### src/rtl/stage_sequencer_if.sv
// Handshake bundle between decode/datapath and the stage sequencer.
// The sequencer uses the slave side; decode/datapath (or a bench) drives the master side.
interface stage_sequencer_if #(
    parameter int NUM_STAGES = 8,
    parameter int FAULT_BITS = 3
);
    logic                  stage_ready;
    logic [NUM_STAGES-1:0] stage_skip;
    logic                  illegal_instr_fault;
    logic [FAULT_BITS-1:0] mem_fault_num;
    logic                  ext_int;
    logic                  sw_int;
    logic [NUM_STAGES-1:0] stage_active_n;
    logic [1:0]            control_op;
    logic [FAULT_BITS-1:0] fault_num;
    logic                  instr_retired;

    modport master (
        output stage_ready, stage_skip, illegal_instr_fault, mem_fault_num, ext_int, sw_int,
        input  stage_active_n, control_op, fault_num, instr_retired
    );

    modport slave (
        input  stage_ready, stage_skip, illegal_instr_fault, mem_fault_num, ext_int, sw_int,
        output stage_active_n, control_op, fault_num, instr_retired
    );
endinterface

### src/rtl/stage_sequencer.sv
// Parametrised multicycle stage controller: one-hot-low stage enables, per-instruction
// stage skipping, ready handshake with stall timeout, and prioritised trap/interrupt entry.
module stage_sequencer #(
    parameter int NUM_STAGES        = 8,
    parameter int FAULT_BITS        = 3,
    parameter int TIMEOUT_CYCLES    = 16,
    parameter int TIMEOUT_FAULT_NUM = 7,
    parameter int ILLEGAL_FAULT_NUM = 2   // code latched for an illegal-instruction fault
) (
    input  logic             clk,
    input  logic             reset,
    stage_sequencer_if.slave sif
);
    localparam int SW = $clog2(NUM_STAGES);
    localparam int CW = (TIMEOUT_CYCLES > 0) ? $clog2(TIMEOUT_CYCLES + 1) : 1;
    localparam logic [SW-1:0] LAST = SW'(NUM_STAGES - 1);
    localparam logic [CW-1:0] CNT_LIMIT = CW'((TIMEOUT_CYCLES > 0) ? TIMEOUT_CYCLES - 1 : 0);
    // FETCH, DECODE and UPDATE_PC can never be skipped
    localparam logic [NUM_STAGES-1:0] SKIP_MASK =
        ~(NUM_STAGES'(3) | (NUM_STAGES'(1) << (NUM_STAGES - 1)));

    typedef enum logic [1:0] {
        OP_TRAP   = 2'b00,
        OP_EXT    = 2'b01,
        OP_SW     = 2'b10,
        OP_NORMAL = 2'b11
    } op_e;

    logic [SW-1:0]         r_stage, w_stage, w_seq_next;
    logic [NUM_STAGES-1:0] r_active_n, w_skip;
    op_e                   r_op, w_op;
    logic [FAULT_BITS-1:0] r_fault_num, w_fault_num;
    logic                  r_retired, w_retired;
    logic                  r_latched, w_latched;
    logic [CW-1:0]         r_cnt, w_cnt;
    logic                  w_accept, w_mem_flt, w_ill_flt, w_timeout, w_take;

    always_comb w_skip = sif.stage_skip & SKIP_MASK;

    // Lowest non-skipped stage above the current one; UPDATE_PC is the fallback.
    always_comb begin
        w_seq_next = LAST;
        if (r_stage == '0)
            w_seq_next = SW'(1);
        else
            for (int i = NUM_STAGES - 2; i >= 2; i--)
                if (i > int'(r_stage) && !w_skip[i])
                    w_seq_next = SW'(i);
    end

    always_comb begin
        w_accept  = (r_op == OP_NORMAL) && !r_latched;
        w_mem_flt = sif.stage_ready && (sif.mem_fault_num != '0);
        w_ill_flt = sif.stage_ready && sif.illegal_instr_fault && (r_stage != '0);
        w_timeout = (TIMEOUT_CYCLES > 0) && !sif.stage_ready && (r_cnt == CNT_LIMIT);
        w_take    = w_accept && (w_timeout || w_mem_flt || w_ill_flt);
    end

    always_comb begin
        w_stage     = r_stage;
        w_op        = r_op;
        w_fault_num = r_fault_num;
        w_retired   = 1'b0;
        w_latched   = r_latched || w_take;
        w_cnt       = r_cnt + 1'b1;
        if (w_take)
            w_fault_num = w_timeout ? FAULT_BITS'(TIMEOUT_FAULT_NUM) :
                          w_mem_flt ? sif.mem_fault_num : FAULT_BITS'(ILLEGAL_FAULT_NUM);
        // A timeout forces progress even when the fault itself is not recorded.
        if (sif.stage_ready || w_timeout) begin
            w_cnt = '0;
            if (r_stage == LAST) begin
                w_stage   = '0;
                w_retired = sif.stage_ready;
                w_latched = 1'b0;
                if (r_latched || w_take) w_op = OP_TRAP;
                else if (sif.ext_int)    w_op = OP_EXT;
                else if (sif.sw_int)     w_op = OP_SW;
                else                     w_op = OP_NORMAL;
            end else if (w_take || w_timeout) begin
                w_stage = LAST;
            end else begin
                w_stage = w_seq_next;
            end
        end
    end

    always_ff @(posedge clk or posedge reset) begin
        if (reset) begin
            r_stage     <= '0;
            r_active_n  <= ~NUM_STAGES'(1);
            r_op        <= OP_NORMAL;
            r_fault_num <= '0;
            r_retired   <= 1'b0;
            r_latched   <= 1'b0;
            r_cnt       <= '0;
        end else begin
            r_stage     <= w_stage;
            r_active_n  <= ~(NUM_STAGES'(1) << w_stage);
            r_op        <= w_op;
            r_fault_num <= w_fault_num;
            r_retired   <= w_retired;
            r_latched   <= w_latched;
            r_cnt       <= w_cnt;
        end
    end

    assign sif.stage_active_n = r_active_n;
    assign sif.control_op     = r_op;
    assign sif.fault_num      = r_fault_num;
    assign sif.instr_retired  = r_retired;
endmodule

### src/flat_wrapper.sv
// flat-port wrapper written by rule: the top's interface ports become plain ports
module stage_sequencer_flat 
#(
    parameter int NUM_STAGES        = 8,
    parameter int FAULT_BITS        = 3,
    parameter int TIMEOUT_CYCLES    = 16,
    parameter int TIMEOUT_FAULT_NUM = 7,
    parameter int ILLEGAL_FAULT_NUM = 2                                                   
)
  (clk, reset, sif_stage_ready, sif_stage_skip, sif_illegal_instr_fault, sif_mem_fault_num, sif_ext_int, sif_sw_int, sif_stage_active_n, sif_control_op, sif_fault_num, sif_instr_retired);
  stage_sequencer_if #(.NUM_STAGES(NUM_STAGES), .FAULT_BITS(FAULT_BITS)) sif_i ();
  input  logic clk;
  input  logic reset;
  input wire logic [$bits(sif_i.stage_ready)-1:0] sif_stage_ready;
  input wire logic [$bits(sif_i.stage_skip)-1:0] sif_stage_skip;
  input wire logic [$bits(sif_i.illegal_instr_fault)-1:0] sif_illegal_instr_fault;
  input wire logic [$bits(sif_i.mem_fault_num)-1:0] sif_mem_fault_num;
  input wire logic [$bits(sif_i.ext_int)-1:0] sif_ext_int;
  input wire logic [$bits(sif_i.sw_int)-1:0] sif_sw_int;
  output wire logic [$bits(sif_i.stage_active_n)-1:0] sif_stage_active_n;
  output wire logic [$bits(sif_i.control_op)-1:0] sif_control_op;
  output wire logic [$bits(sif_i.fault_num)-1:0] sif_fault_num;
  output wire logic [$bits(sif_i.instr_retired)-1:0] sif_instr_retired;
  assign sif_i.stage_ready = sif_stage_ready;
  assign sif_i.stage_skip = sif_stage_skip;
  assign sif_i.illegal_instr_fault = sif_illegal_instr_fault;
  assign sif_i.mem_fault_num = sif_mem_fault_num;
  assign sif_i.ext_int = sif_ext_int;
  assign sif_i.sw_int = sif_sw_int;
  assign sif_stage_active_n = sif_i.stage_active_n;
  assign sif_control_op = sif_i.control_op;
  assign sif_fault_num = sif_i.fault_num;
  assign sif_instr_retired = sif_i.instr_retired;
  stage_sequencer #(.NUM_STAGES(NUM_STAGES), .FAULT_BITS(FAULT_BITS), .TIMEOUT_CYCLES(TIMEOUT_CYCLES), .TIMEOUT_FAULT_NUM(TIMEOUT_FAULT_NUM), .ILLEGAL_FAULT_NUM(ILLEGAL_FAULT_NUM)) u_core (.clk(clk), .reset(reset), .sif(sif_i));
endmodule
### config.mk
export PLATFORM = sky130hd
export DESIGN_NAME = stage_sequencer_flat
export DESIGN_NICKNAME = d
export VERILOG_FILES = /design/src/rtl/stage_sequencer_if.sv /design/src/rtl/stage_sequencer.sv /design/src/flat_wrapper.sv
export SDC_FILE = /design/constraint.sdc
export NUM_CORES = 1
export LEC_CHECK = 0
export BUFFER_PORTS_ARGS = -buffer_cell sky130_fd_sc_hd__buf_2
export CAP_MARGIN = 20
export CORE_UTILIZATION = 54
export CTS_BUF_LIST = sky130_fd_sc_hd__clkbuf_4 sky130_fd_sc_hd__clkbuf_8 sky130_fd_sc_hd__clkbuf_16
export DETAILED_ROUTE_END_ITERATION = 8
export GPL_ROUTABILITY_DRIVEN = 0
export PLACE_DENSITY = 0.82
export SLEW_MARGIN = 30
export SYNTH_ARGS = -nofsm -noshare
export SYNTH_HDL_FRONTEND = slang
export SYNTH_SLANG_ARGS = --single-unit
### constraint.sdc
create_clock -name clk -period 4.6 [get_ports clk]
set_input_delay 1.38 -clock clk [delete_from_list [all_inputs] [get_ports clk]]
set_output_delay 1.38 -clock clk [all_outputs]
set_load 0.02 [all_outputs]
# --- After elaboration in Yosys (flattened, before gate mapping) ---
# Index checks and enable logic that the tools add are counted.
op_classes:
  n_reduce_logical: 27
  n_eq_ne: 3
  n_lt_le_gt_ge: 5
  add_sub_neg: 1
  muxes: 19
  n_bitwise: 1
  div: 0
  shifts: 1
  multipliers: 0
ops:
  columns: ["op", "n"]
  rows:
  - ["2-to-1 mux 3 bit", 8]
  - ["logical AND 1 bit", 11]
  - ["> comparator 3 bit, first input constant", 3]
  - ["2-to-1 mux 2 bit", 4]
  - ["inverter 8 bit", 1]
  - ["left shift 1 x 3 -> 8 bit, first input constant", 1]
  - ["zero test 1 bit", 7]
  - ["> comparator 2 x 3 -> 1 bit, first input constant", 2]
  - ["2-to-1 mux 1 bit", 6]
  - ["nonzero test 3 bit", 2]
  - ["adder 5 x 1 -> 5 bit, second input constant", 1]
  - ["== test 5 x 4 -> 1 bit, second input constant", 1]
  - ["logical OR 1 bit", 5]
  - ["2-to-1 mux 5 bit", 1]
  - ["== test 3 bit, second input constant", 1]
  - ["zero test 3 bit", 1]
  - ["== test 2 bit, second input constant", 1]
  - ["AND reduction 2 bit", 1]
word_totals:
  ramBits: 0
  register_bits: 23
  output_inout_bits: 14
  rom_bits: 0
  latchBits: 0
  n_memories: 0

# --- Logic depth before layout (Yosys ltp) ---
# Gate-level depths: netlist of run 1.
depth:
  depth_word: 13
  ltp_mapped: 9
  mapped_depth_nobuf: 8

# --- Worst setup path before layout of run 1 ---
# No wires, ideal clock.
synth_timing:
  path_kind: "input to register"
  startpoint: "in sif_mem_fault_num[1]"
  endpoint: "reg u_core.r_active_n[0], in the netlist u_core.sif.stage_active_n[0]"
  n_path_buf: 0
  required_time_ns: 4.469
  arrival_time_ns: 2.553
  setup_slack_ns: 1.916
  stages: 6
  path_cell_list: "nor3_1 a211o_1 nand2_2 o221ai_4 inv_2 or3_1"
synth_via:
  elab_chain_cells: 11
synth_lines:
  columns: ["item", "line", "rtl"]
  rows:
  - ["start: declaration", "flat_wrapper.sv:17", "input wire logic [$bits(sif_i.mem_fault_num)-1:0] sif_mem_fault_num;"]
  - ["nonzero test 3 bit", "stage_sequencer.sv:53", "w_mem_flt = sif.stage_ready && (sif.mem_fault_num != '0);"]
  - ["logical AND 1 bit", "stage_sequencer.sv:53", null]
  - ["logical OR 1 bit (2 in series)", "stage_sequencer.sv:56", "w_take = w_accept && (w_timeout || w_mem_flt || w_ill_flt);"]
  - ["logical AND 1 bit", "stage_sequencer.sv:56", null]
  - ["logical OR 1 bit", "stage_sequencer.sv:80", "end else if (w_take || w_timeout) begin"]
  - ["2-to-1 mux 3 bit", "stage_sequencer.sv:80", null]
  - ["2-to-1 mux 3 bit", "stage_sequencer.sv:72", "if (r_stage == LAST) begin"]
  - ["2-to-1 mux 3 bit", "stage_sequencer.sv:70", "if (sif.stage_ready || w_timeout) begin"]
  - ["net u_core.w_stage[2]", "stage_sequencer.sv:29", "logic [SW-1:0] r_stage, w_stage, w_seq_next;"]
  - ["left shift 1 x 3 -> 8 bit", "stage_sequencer.sv:99", "r_active_n <= ~(NUM_STAGES'(1) << w_stage);"]
  - ["inverter 8 bit", "stage_sequencer.sv:99", null]
  - ["end signal: assignment", "stage_sequencer.sv:91", "r_active_n <= ~NUM_STAGES'(1);"]
  - ["end signal: assignment", "stage_sequencer.sv:99", null]
  - ["end: declaration", "stage_sequencer.sv:30", "logic [NUM_STAGES-1:0] r_active_n, w_skip;"]
# The timed path passes the listed nets, and every way through them passes these cells.
# A chain may end at the register's enable or synchronous reset.

# --- Worst setup path in the final report of run 1 ---
layout_timing:
  startpoint: "in sif_stage_ready"
  endpoint: "reg u_core.r_active_n[0], in the netlist u_core.sif.stage_active_n[0]"
layout_via:
  elab_chain_cells: 11
  word_cells_on_any_way: 15
  cone_classes: "shift (1); mux (3); bitwise (1); reduce/logical (10)"
layout_lines:
  columns: ["item", "line", "rtl"]
  rows:
  - ["start: declaration", "flat_wrapper.sv:14", "input wire logic [$bits(sif_i.stage_ready)-1:0] sif_stage_ready;"]
  - ["zero test 1 bit", "stage_sequencer.sv:55", "w_timeout = (TIMEOUT_CYCLES > 0) && !sif.stage_ready && (r_cnt == CNT_LIMIT);"]
  - ["logical AND 1 bit", "stage_sequencer.sv:55", null]
  - ["logical OR 1 bit (2 in series)", "stage_sequencer.sv:56", null]
  - ["logical AND 1 bit", "stage_sequencer.sv:56", null]
  - ["logical OR 1 bit", "stage_sequencer.sv:80", null]
  - ["2-to-1 mux 3 bit", "stage_sequencer.sv:80", null]
  - ["2-to-1 mux 3 bit", "stage_sequencer.sv:72", null]
  - ["2-to-1 mux 3 bit *", "stage_sequencer.sv:70", null]
  - ["net u_core.w_stage[1]", "stage_sequencer.sv:29", null]
  - ["left shift 1 x 3 -> 8 bit *", "stage_sequencer.sv:99", null]
  - ["inverter 8 bit *", "stage_sequencer.sv:99", null]
# The timed path passes the listed nets; every way through them passes the cells marked *.

==> results of run 1 <==
==> synth_stat cells (all sizes together), types with 3 or more instances <==
cell   instances  area share, %
dfstp          9             21
and2           4            2.4
o31ai          3            2.0
nor2          10            3.3
or3            4            2.2
dfrtp         14             31
o21ai          4            1.8
buf            6            4.3
a21oi          5            2.2
or2            3            1.6
nand3          5            2.2
nand2          6            2.2
nor3           3            1.8
inv            4            1.3
==> flip-flops by register name, summed over array words and instances (netlist names) <==
register,count
u_core.r_latched,1
u_core.r_stage,3
u_core.sif.stage_active_n,8
u_core.sif.instr_retired,1
u_core.r_cnt,5
u_core.sif.control_op,2
u_core.sif.fault_num,3
==> through the flow <==
stage / utilization (%) / area, sq um / setup WS [ns]
5_1_grt: 65.1 / 1290 / 1.80
3_5_place_dp: 63.7 / 1260 / 1.55
6_report: 65.1 / 1290 / 1.89
2_1_floorplan: - / 1140 / 1.92
4_1_cts: 65.1 / 1290 / 1.89
3_3_place_gp: 63.7 / 1260 / 1.61
==> worst max-delay path: stages <==
cell,delay (ns)
buf_2,0.19
or2_1,0.35
nand2_1,0.28
o221ai_2,0.19
inv_1,0.14
or3_1,0.37
==> routing by layer <==
metal / part of all wire (%) / GRT usage [%] / wire [microns] / vias up
met5: 0 / 0 / 0 / -
met4: 0 / 5.00 / 0 / 0
met3: 2.8 / 2.26 / 57 / 0
met2: 52 / 37.8 / 1050 / 20
met1: 45 / 25.1 / 905 / 395
li1: - / - / - / 426
==> cells by family after synthesis <==
family / share of synthesized area, %
flip-flops: 51.4
AO/OA/AOI/OAI: 18.1
AND/OR/NAND/NOR: 20.4
XOR/XNOR: 1.53
buffers and inverters: 5.58
adder cells (fa/ha/maj): 3.07
==> power by group through the flow <==
stage                     Combinational (mW)  Sequential (mW)  Clock, mW
after floorplan                        0.219            0.376          0
after global placement                 0.298            0.341          0
after detailed placement               0.309            0.347          0
after CTS                              0.310            0.343     0.0923
after global routing                   0.344            0.354      0.103
final                                  0.306            0.343     0.0899
==> final cells by class <==
class | instances | area share (%)
flip-flops and latches | 23 | 45.5
multi-input cells | 72 | 38.1
repair buffers | 27 | 10.5
well taps | 27 | 2.62
clock buffers | 3 | 1.75
inverters | 4 | 1.16
clock inverters | 1 | 0.388
==> final timing paths <==
path                                       from                      endpoint  cells past startpoint
worst max-delay path            sif_stage_ready  u_core.sif.stage_active_n[0]                      6
worst min-delay path            u_core.r_cnt[0]               u_core.r_cnt[0]                      1
worst max register to register  u_core.r_cnt[0]  u_core.sif.stage_active_n[0]                      8
worst min register to register  u_core.r_cnt[0]               u_core.r_cnt[0]                      1
max in group asynchronous                 reset               u_core.r_cnt[4]                      2
min in group asynchronous                 reset  u_core.sif.stage_active_n[0]                      2
==> metrics.md, run 1 <==
| Metric | Value |
|---|---|
| Status | complete, no violations |
| Max Buffers Root-to-Sink | 2 |
| Tightest Pin Transition | 0.814 ns |
| Largest net degree at the start of global routing | 24 |
| Crit path DAT | 2.90 ns |
| Critical Path Source Type | input pin |
| Most common cell after layout, fill and taps aside | buf_2 |
| Final nets | 150 |
| Synth warn | 0 |
| Clk pwr share | 12.2% |
| Hold_buf cts | 0 |
| Ant diodes | 0 |
| Initial antenna violation count | 0 |
| Count of final hold-check violations | 0 |
| Sequential standard cell area | 587 sq um |
| Clk slew on worst S/H paths | 0.12 ns |
| Worst skew pair latency | 0.30 ns |
| RSZ-0062 raised after global routing | false |
| Die Wd | 48.0 microns |
| First-pass GRT wire length | 3.31 mm |
| Fin crit share | 58.9% |
| Fin Clk Skew | 0.00227 ns |
| Int Power | 0.442 mW |
| Max-slew violation count | 0 |
| Final HPWL DP | 1.56 mm |
| Leak Pwr | 0.556 nW |
| Fillers | 171 |
| Share of layout cells above drive strength 1 | 37.7% |
| Highest clock rate | 0.369 GHz |
| Vias in the first global route | 786 |
| Final setup viols | 0 |
| Ys async rst share | 100% |
| Port Buffers | 27 |
| Setup TNS | 0 ns |
| Hold WS | 0.470 ns |
| Avg Vias per Cell | 5.36 |
| Crit-path max FO | 11 |
| Worst vdd ir | 0.000340 V |
| Initial Utilization | 57.6% |
| Post-synth cell types | 43 |
| Non-filler instance count after layout | 157 |
| Synthesized area | 1140 sq um |
| CP required | 4.79 ns |
| CTS resizes | 0 |
| Crit. End Element | register |
| Comb pwr share | 41.4% |
| Die height | 48.0 microns |
| Number of max-cap violations | 0 |
| Commonest cells after routing, fill and taps aside | 27 x buf_2, 14 x dfrtp_1, 10 x nor2_1 |
| EDFF count, synth | 0 |
| Post-DRT Antenna Nets | 0 |
| Syn_nets | 124 |
| Slew Limit Headroom | 45.7% |
| Syn avg cell area | 10.9 sq um |
| TritonCTS clock tree | yes |
| H-Tree Depth | 1 |
| Remaining global-route overflow | 0 |
| Ys flop type | dfrtp_1 |
| Seq pwr share | 46.4% |
| Post-synthesis register bit count | 23 |
| Reg2Reg Setup Slack | 2.17 ns |
| Total die area | 2300 sq um |
| Post-CTS Setup Inserts | 0 |
| I/O pin count | 31 |
| Minimum clock period | 2.71 ns |
| Sequential element share of the synthesized area | 51.4% |
| All-Layer GR Usage | 20.4% |
| Drc violations | 0 |
| Rows | 16 |
| Post-Syn Instances | 105 |
| Sink Count | 23 |
| Net Sw Frac | 40.3% |
| DRT iter0 DRCs | 13 |
| Multi-input logic area | 492 sq um |
| CTS buffer count | 3 |
| Drt first pass iters | 4 |
| Min-Delay Path Class | register to register |
| Core footprint | 1980 sq um |
| DR WL/cell | 12.8 microns |
| Post-Route WL | 2.01 mm |
| Vias | 841 |
| Setup CP Type | input pin to register |
| Root Driver | clkbuf_4 |
| # placed instances | 153 |
| Pwr dens | 573 nW/um^2 |
| Switching Power | 0.298 mW |
| Pwr Total | 0.739 mW |
| Layout Area Growth over Synthesis | 12.9% |
No activity file was read; power rests on OpenSTA's default activity.
==> run 2, diff against run 1 <==
--- a/config.mk
+++ b/config.mk
@@ -7,11 +7,11 @@
 export LEC_CHECK = 0
 export BUFFER_PORTS_ARGS = -buffer_cell sky130_fd_sc_hd__buf_2
 export CAP_MARGIN = 20
-export CORE_UTILIZATION = 54
+export CORE_UTILIZATION = 51
 export CTS_BUF_LIST = sky130_fd_sc_hd__clkbuf_4 sky130_fd_sc_hd__clkbuf_8 sky130_fd_sc_hd__clkbuf_16
 export DETAILED_ROUTE_END_ITERATION = 8
 export GPL_ROUTABILITY_DRIVEN = 0
-export PLACE_DENSITY = 0.82
+export PLACE_DENSITY = 0.78
 export SLEW_MARGIN = 30
 export SYNTH_ARGS = -nofsm -noshare
 export SYNTH_HDL_FRONTEND = slang
==> constraint.sdc (replaced) <==
create_clock -name clk -period 2.68 [get_ports clk]
set_input_delay 0.804 -clock clk [delete_from_list [all_inputs] [get_ports clk]]
set_output_delay 0.804 -clock clk [all_outputs]
set_load 0.02 [all_outputs]
==> run 2 against run 1 <==
  * Routed wire length rose by 1.2%
  * Total power rose by 71%
  * Combinational power rose by 72%
  * Clock power rose by 70%
  * Core utilization fell by 1.9 points
  * Largest cell class unchanged
  * Final cell count did not move
  * Global-route usage fell by 0.30 points
  * Flip-flop and latch count did not move
  * Die area rose by 5.6%
==> metrics.md, run 2 (same netlist as run 1, synthesis figures left out) <==
| Metric | Value |
|---|---|
| R2R cell count | 8 (unchanged) |
| Max Buffers Root-to-Sink | 2 (unchanged) |
| Reg2Reg Setup Slack | 0.19 ns (-1.98 ns) |
| CTS buffer count | 3 (unchanged) |
| Tightest Pin Transition | 0.831 ns (+0.0175 ns) |
| Vias in the first global route | 852 (+8.4%) |
| Count of final hold-check violations | 0 (unchanged) |
| Commonest cells after routing, fill and taps aside | 27 x buf_2, 14 x dfrtp_1, 10 x nor2_1 |
| Sink Count | 23 (unchanged) |
| Port Buffers | 27 (unchanged) |
| Fillers | 177 (+3.5%) |
| I/O pin count | 31 (unchanged) |
| Post-CTS Setup Inserts | 0 (unchanged) |
| Status | complete, no violations |
| Drt first pass iters | 4 (unchanged) |
| Final HPWL DP | 1.48 mm (-4.8%) |
| Hold_buf cts | 0 (unchanged) |
| Largest net degree at the start of global routing | 24 (unchanged) |
| Min-Delay Path Class | register to register |
| CP required | 2.87 ns (-1.92 ns) |
| Fin crit share | 92.9% |
| Core footprint | 2040 sq um (+3.0%) |
| Setup TNS | 0 ns (unchanged) |
| Highest clock rate | 0.402 GHz |
| Final nets | 150 (unchanged) |
| Worst setup path endpoint | u_core.sif.stage_active_n[0] |
| Post-Route WL | 2.04 mm (+1.2%) |
| Reg-to-Reg End | u_core.sif.stage_active_n[0] |
| # placed instances | 153 (unchanged) |
| Minimum clock period | 2.49 ns |
| H-Tree Depth | 1 (unchanged) |
| Critical Path Source Type | register |
| Reg2Reg Launch Point | u_core.r_cnt[0] |
| Crit. End Element | register |
| Initial antenna violation count | 0 (unchanged) |
| Fin Clk Skew | 0.00316 ns (+0.000895 ns) |
| Remaining global-route overflow | 0 (unchanged) |
| Crit-path max FO | 8 (-3) |
| Placed inst area | 1260 sq um (unchanged) |
| Crit path DAT | 2.68 ns (-0.22 ns) |
| Worst skew pair latency | 0.30 ns (about the same) |
| Share of layout cells above drive strength 1 | 37.7% (unchanged) |
| Pwr dens | 982 nW/um^2 (+71%) |
| Die Wd | 49.3 microns (+2.8%) |
| Post-Route Utilization | 63.2% (-1.9 points) |
| Non-filler instance count after layout | 157 (unchanged) |
| Total die area | 2430 sq um (+5.6%) |
| Leak Pwr | 0.556 nW (unchanged) |
| All-Layer GR Usage | 20.1% (-0.30 points) |
| Slew Limit Headroom | 44.5% (-1.2 points) |
| DR WL/cell | 13.0 microns (+1.2%) |
| Worst Hold Depth | 2 (+1) |
| CTS resizes | 0 (unchanged) |
| RSZ-0062 raised after global routing | false |
| Ant diodes | 0 (unchanged) |
| DRT iter0 DRCs | 19 (+6) |
| Most common cell after layout, fill and taps aside | buf_2 |
| Die height | 49.3 microns (+2.8%) |
| Worst vdd ir | 0.000579 V (+70%) |
| Rows | 16 (unchanged) |
| Root Driver | clkbuf_4 |
| Avg Vias per Cell | 5.22 (-2.5%) |
| Max-slew violation count | 0 (unchanged) |
| Number of max-cap violations | 0 (unchanged) |
| Vias | 820 (-2.5%) |
| Max reg flops | 8 (unchanged) |
| TritonCTS clock tree | yes |
| Layout Area Growth over Synthesis | 12.9% (unchanged) |
| Crit. Startpoint | u_core.r_cnt[0] |
| Drc violations | 0 (unchanged) |
| Setup CP Type | register to register |
| Post-DRT Antenna Nets | 0 (unchanged) |
| Final setup viols | 0 (unchanged) |
| First-pass GRT wire length | 3.73 mm (+13%) |
| Fin area | 1290 sq um (unchanged) |
| Initial Utilization | 55.9% (-1.7 points) |
| Clk slew on worst S/H paths | 0.12 ns (about the same) |
[run 2: how the worst min path moves through the flow]
stage	from	end	slack, ns
2_1_floorplan	u_core.r_cnt[0]	u_core.r_cnt[0]	0.43
3_3_place_gp	u_core.r_cnt[0]	u_core.r_cnt[0]	0.45
3_5_place_dp	u_core.sif.control_op[1]	u_core.sif.control_op[1]	0.48
4_1_cts	u_core.sif.control_op[1]	u_core.sif.control_op[1]	0.50
5_1_grt	u_core.sif.control_op[1]	u_core.sif.control_op[1]	0.51
6_report	u_core.sif.control_op[0]	u_core.sif.control_op[0]	0.49
[run 2: layer usage]
| layer | part of all wire (%) | up-vias | routed length (microns) | track usage, % |
|---|---|---|---|---|
| met4 | 1.5 | 0 | 31 | 10.3 |
| li1 | - | 422 | - | - |
| met1 | 48 | 379 | 976 | 25.7 |
| met2 | 47 | 17 | 966 | 33.6 |
| met5 | 0 | - | 0 | 0 |
| met3 | 3.0 | 2 | 62 | 2.18 |
[run 2: layout make-up]
cell class | instances | area (sq um) | share of cell area, %
clock buffer | 3 | 22.5 | 1.75
clock inverter | 1 | 5.00 | 0.388
inverter | 4 | 15.0 | 1.16
multi-input combinational | 72 | 492 | 38.1
sequential | 23 | 587 | 45.5
tap | 27 | 33.8 | 2.62
timing repair buffer | 27 | 135 | 10.5
[run 2: report_power, final]
group	internal, mW	switching, mW	total [mW]
Clock	0.0556	0.0977	0.153
Combinational	0.213	0.314	0.527
Sequential	0.489	0.0970	0.586
[run 2: metrics by stage]
stage / setup slack (ns) / power, mW / hold slack [ns]
6_report: 0.191 / 1.27 / 0.492
4_1_cts: 0.203 / 1.28 / 0.498
3_3_place_gp: 0.285 / 1.10 / 0.448
5_1_grt: 0.00932 / 1.36 / 0.508
3_5_place_dp: 0.224 / 1.12 / 0.480
2_1_floorplan: 0.562 / 1.02 / 0.433
[run 2: worst max-delay path, stage by stage (launching register included)]
cell      delay, ns
dfrtp_1        0.40
ha_1           0.20
and3_1         0.17
ha_1           0.25
or2_1          0.36
nand2_1        0.30
o221ai_2       0.19
inv_1          0.15
or3_1          0.36
==> run 3, diff against run 2 <==
--- a/config.mk
+++ b/config.mk
@@ -11,7 +11,7 @@
 export CTS_BUF_LIST = sky130_fd_sc_hd__clkbuf_4 sky130_fd_sc_hd__clkbuf_8 sky130_fd_sc_hd__clkbuf_16
 export DETAILED_ROUTE_END_ITERATION = 8
 export GPL_ROUTABILITY_DRIVEN = 0
-export PLACE_DENSITY = 0.78
+export PLACE_DENSITY = 0.84
 export SLEW_MARGIN = 30
 export SYNTH_ARGS = -nofsm -noshare
 export SYNTH_HDL_FRONTEND = slang
==> run 3 against run 2 <==
  * Count of clock-buffer cells in the layout unchanged
  * Via count increased by 0.73%
  * Register-to-register slack better by 0.02 ns
  * Sequential power barely moved
  * Setup slack improved by 0.025 ns
  * Cell area stayed put
  * Flip-flop and latch count unchanged
  * Critical path type unchanged
  * Total power is essentially flat
  * Critical path depth is the same
  * Combinational power barely moved
  * Maximum frequency is 1.0% higher
  * Final cell count is the same
==> metrics.md, run 3 (same netlist as run 1, synthesis figures left out) <==
| Metric | Value |
|---|---|
| Max-slew violation count | 0 (unchanged) |
| Crit path DAT | 2.65 ns (-0.03 ns) |
| Sequential standard cell area | 587 sq um (unchanged) |
| Vias | 826 (+0.73%) |
| Die Wd | 49.3 microns (unchanged) |
| Worst skew pair latency | 0.30 ns (about the same) |
| Min-Delay Path Class | register to register |
| Crit. End Element | register |
| Largest net degree at the start of global routing | 24 (unchanged) |
| CTS buffer count | 3 (unchanged) |
| Minimum clock period | 2.46 ns (-0.0249 ns) |
| Most common cell after layout, fill and taps aside | buf_2 |
| CTS resizes | 0 (unchanged) |
| Core footprint | 2040 sq um (unchanged) |
| Vias in the first global route | 821 (-3.6%) |
| Fin crit share | 91.9% (-0.93 points) |
| Count of final hold-check violations | 0 (unchanged) |
| Post-DRT Antenna Nets | 0 (unchanged) |
| H-Tree Depth | 1 (unchanged) |
| Fin area | 1290 sq um (unchanged) |
| Total die area | 2430 sq um (unchanged) |
| Final HPWL DP | 1.48 mm (+0.11%) |
| Placed inst area | 1260 sq um (unchanged) |
| I/O pin count | 31 (unchanged) |
| Layout Area Growth over Synthesis | 12.9% (unchanged) |
| Final setup viols | 0 (unchanged) |
| Critical Path Source Type | register |
| Fillers | 178 (+0.56%) |
| All-Layer GR Usage | 19.8% (-0.33 points) |
| Fin Clk Skew | 0.00632 ns (+0.00316 ns) |
| RSZ-0062 raised after global routing | false |
| First-pass GRT wire length | 3.70 mm (-0.91%) |
| # placed instances | 153 (unchanged) |
| Post-CTS Setup Inserts | 0 (unchanged) |
| Commonest cells after routing, fill and taps aside | 27 x buf_2, 14 x dfrtp_1, 10 x nor2_1 |
| Remaining global-route overflow | 0 (unchanged) |
| Worst vdd ir | 0.000496 V (-14%) |
| Post-Route Utilization | 63.2% (unchanged) |
| Multi-input logic area | 492 sq um (unchanged) |
| Die height | 49.3 microns (unchanged) |
| Highest clock rate | 0.406 GHz (+1.0%) |
| Leak Pwr | 0.556 nW (unchanged) |
| TritonCTS clock tree | yes |
| Tightest Pin Transition | 0.831 ns (-0.0000498 ns) |
| Initial antenna violation count | 0 (unchanged) |
| Max Buffers Root-to-Sink | 2 (unchanged) |
| Hold_buf cts | 0 (unchanged) |
| Drt first pass iters | 3 (-1) |
| Number of max-cap violations | 0 (unchanged) |
| DRT iter0 DRCs | 20 (+1) |
| Drc violations | 0 (unchanged) |
| Setup TNS | 0 ns (unchanged) |
| Port Buffers | 27 (unchanged) |
| Post-Route WL | 1.99 mm (-2.2%) |
| Avg Vias per Cell | 5.26 (+0.73%) |
| Root Driver | clkbuf_4 |
| Share of layout cells above drive strength 1 | 37.7% (unchanged) |
| Rows | 16 (unchanged) |
| DR WL/cell | 12.7 microns (-2.2%) |
| Slew Limit Headroom | 44.5% (about the same) |
| Clk slew on worst S/H paths | 0.13 ns (about the same) |
| Setup CP Type | register to register |
| Max reg flops | 8 (unchanged) |
| Pwr dens | 983 nW/um^2 (about the same) |
| Sink Count | 23 (unchanged) |
| Ant diodes | 0 (unchanged) |
| Crit-path max FO | 8 (unchanged) |
| CP required | 2.87 ns (about the same) |
| Final nets | 150 (unchanged) |
| Initial Utilization | 55.9% (unchanged) |
| Status | complete, no violations |
| Non-filler instance count after layout | 157 (unchanged) |
[run 3: cell counts in the layout (fill, tap and decap cells not counted)]
No cell type changed its count.
[run 3: cell type report]
class	instances	share of cell area [%]
Clock buffer	3	1.75
Clock inverter	1	0.388
Inverter	4	1.16
Multi-Input combinational cell	72	38.1
Sequential cell	23	45.5
Tap cell	27	2.62
Timing Repair Buffer	27	10.5
[run 3: per-stage QoR]
step / worst slack (ns) / power, mW / hold slack [ns]
3_5_place_dp: 0.239 / 1.12 / 0.460
4_1_cts: 0.214 / 1.28 / 0.476
2_1_floorplan: 0.562 / 1.02 / 0.433
5_1_grt: 0.0156 / 1.37 / 0.501
3_3_place_gp: 0.277 / 1.10 / 0.448
6_report: 0.216 / 1.27 / 0.475
[run 3: path summary, 6_finish.rpt]
check	start	endpoint	slack, ns	depth (start not counted)
worst min-delay path	u_core.r_cnt[0]	u_core.r_cnt[0]	0.48	1
max in group asynchronous	reset	u_core.r_cnt[2]	1.52	2
min in group asynchronous	reset	u_core.r_stage[0]	0.64	2
worst max register to register	u_core.r_cnt[0]	u_core.sif.stage_active_n[0]	0.22	8
worst min register to register	u_core.r_cnt[0]	u_core.r_cnt[0]	0.48	1
worst max-delay path	u_core.r_cnt[0]	u_core.sif.stage_active_n[0]	0.22	8
[run 3: power breakdown]
part / internal [mW] / total, mW / switching [mW]
Clock: 0.0556 / 0.157 / 0.101
Combinational: 0.213 / 0.524 / 0.311
Sequential: 0.489 / 0.587 / 0.0976
[run 3: per-layer routing]
layer / up-vias / GRT usage, % / wire length, microns
met2: 14 / 33.1 / 986
met5: - / 0 / 0
met4: 0 / 8.82 / 19
li1: 427 / - / -
met1: 383 / 25.8 / 946
met3: 2 / 1.87 / 40
[run 3: critical path: stages (launching register included)]
cell and delay [ns]:
dfrtp_1 0.40, ha_1 0.19, and3_1 0.17, ha_1 0.25, or2_1 0.36, nand2_1 0.29, o221ai_2 0.17, inv_1 0.14
or3_1 0.37
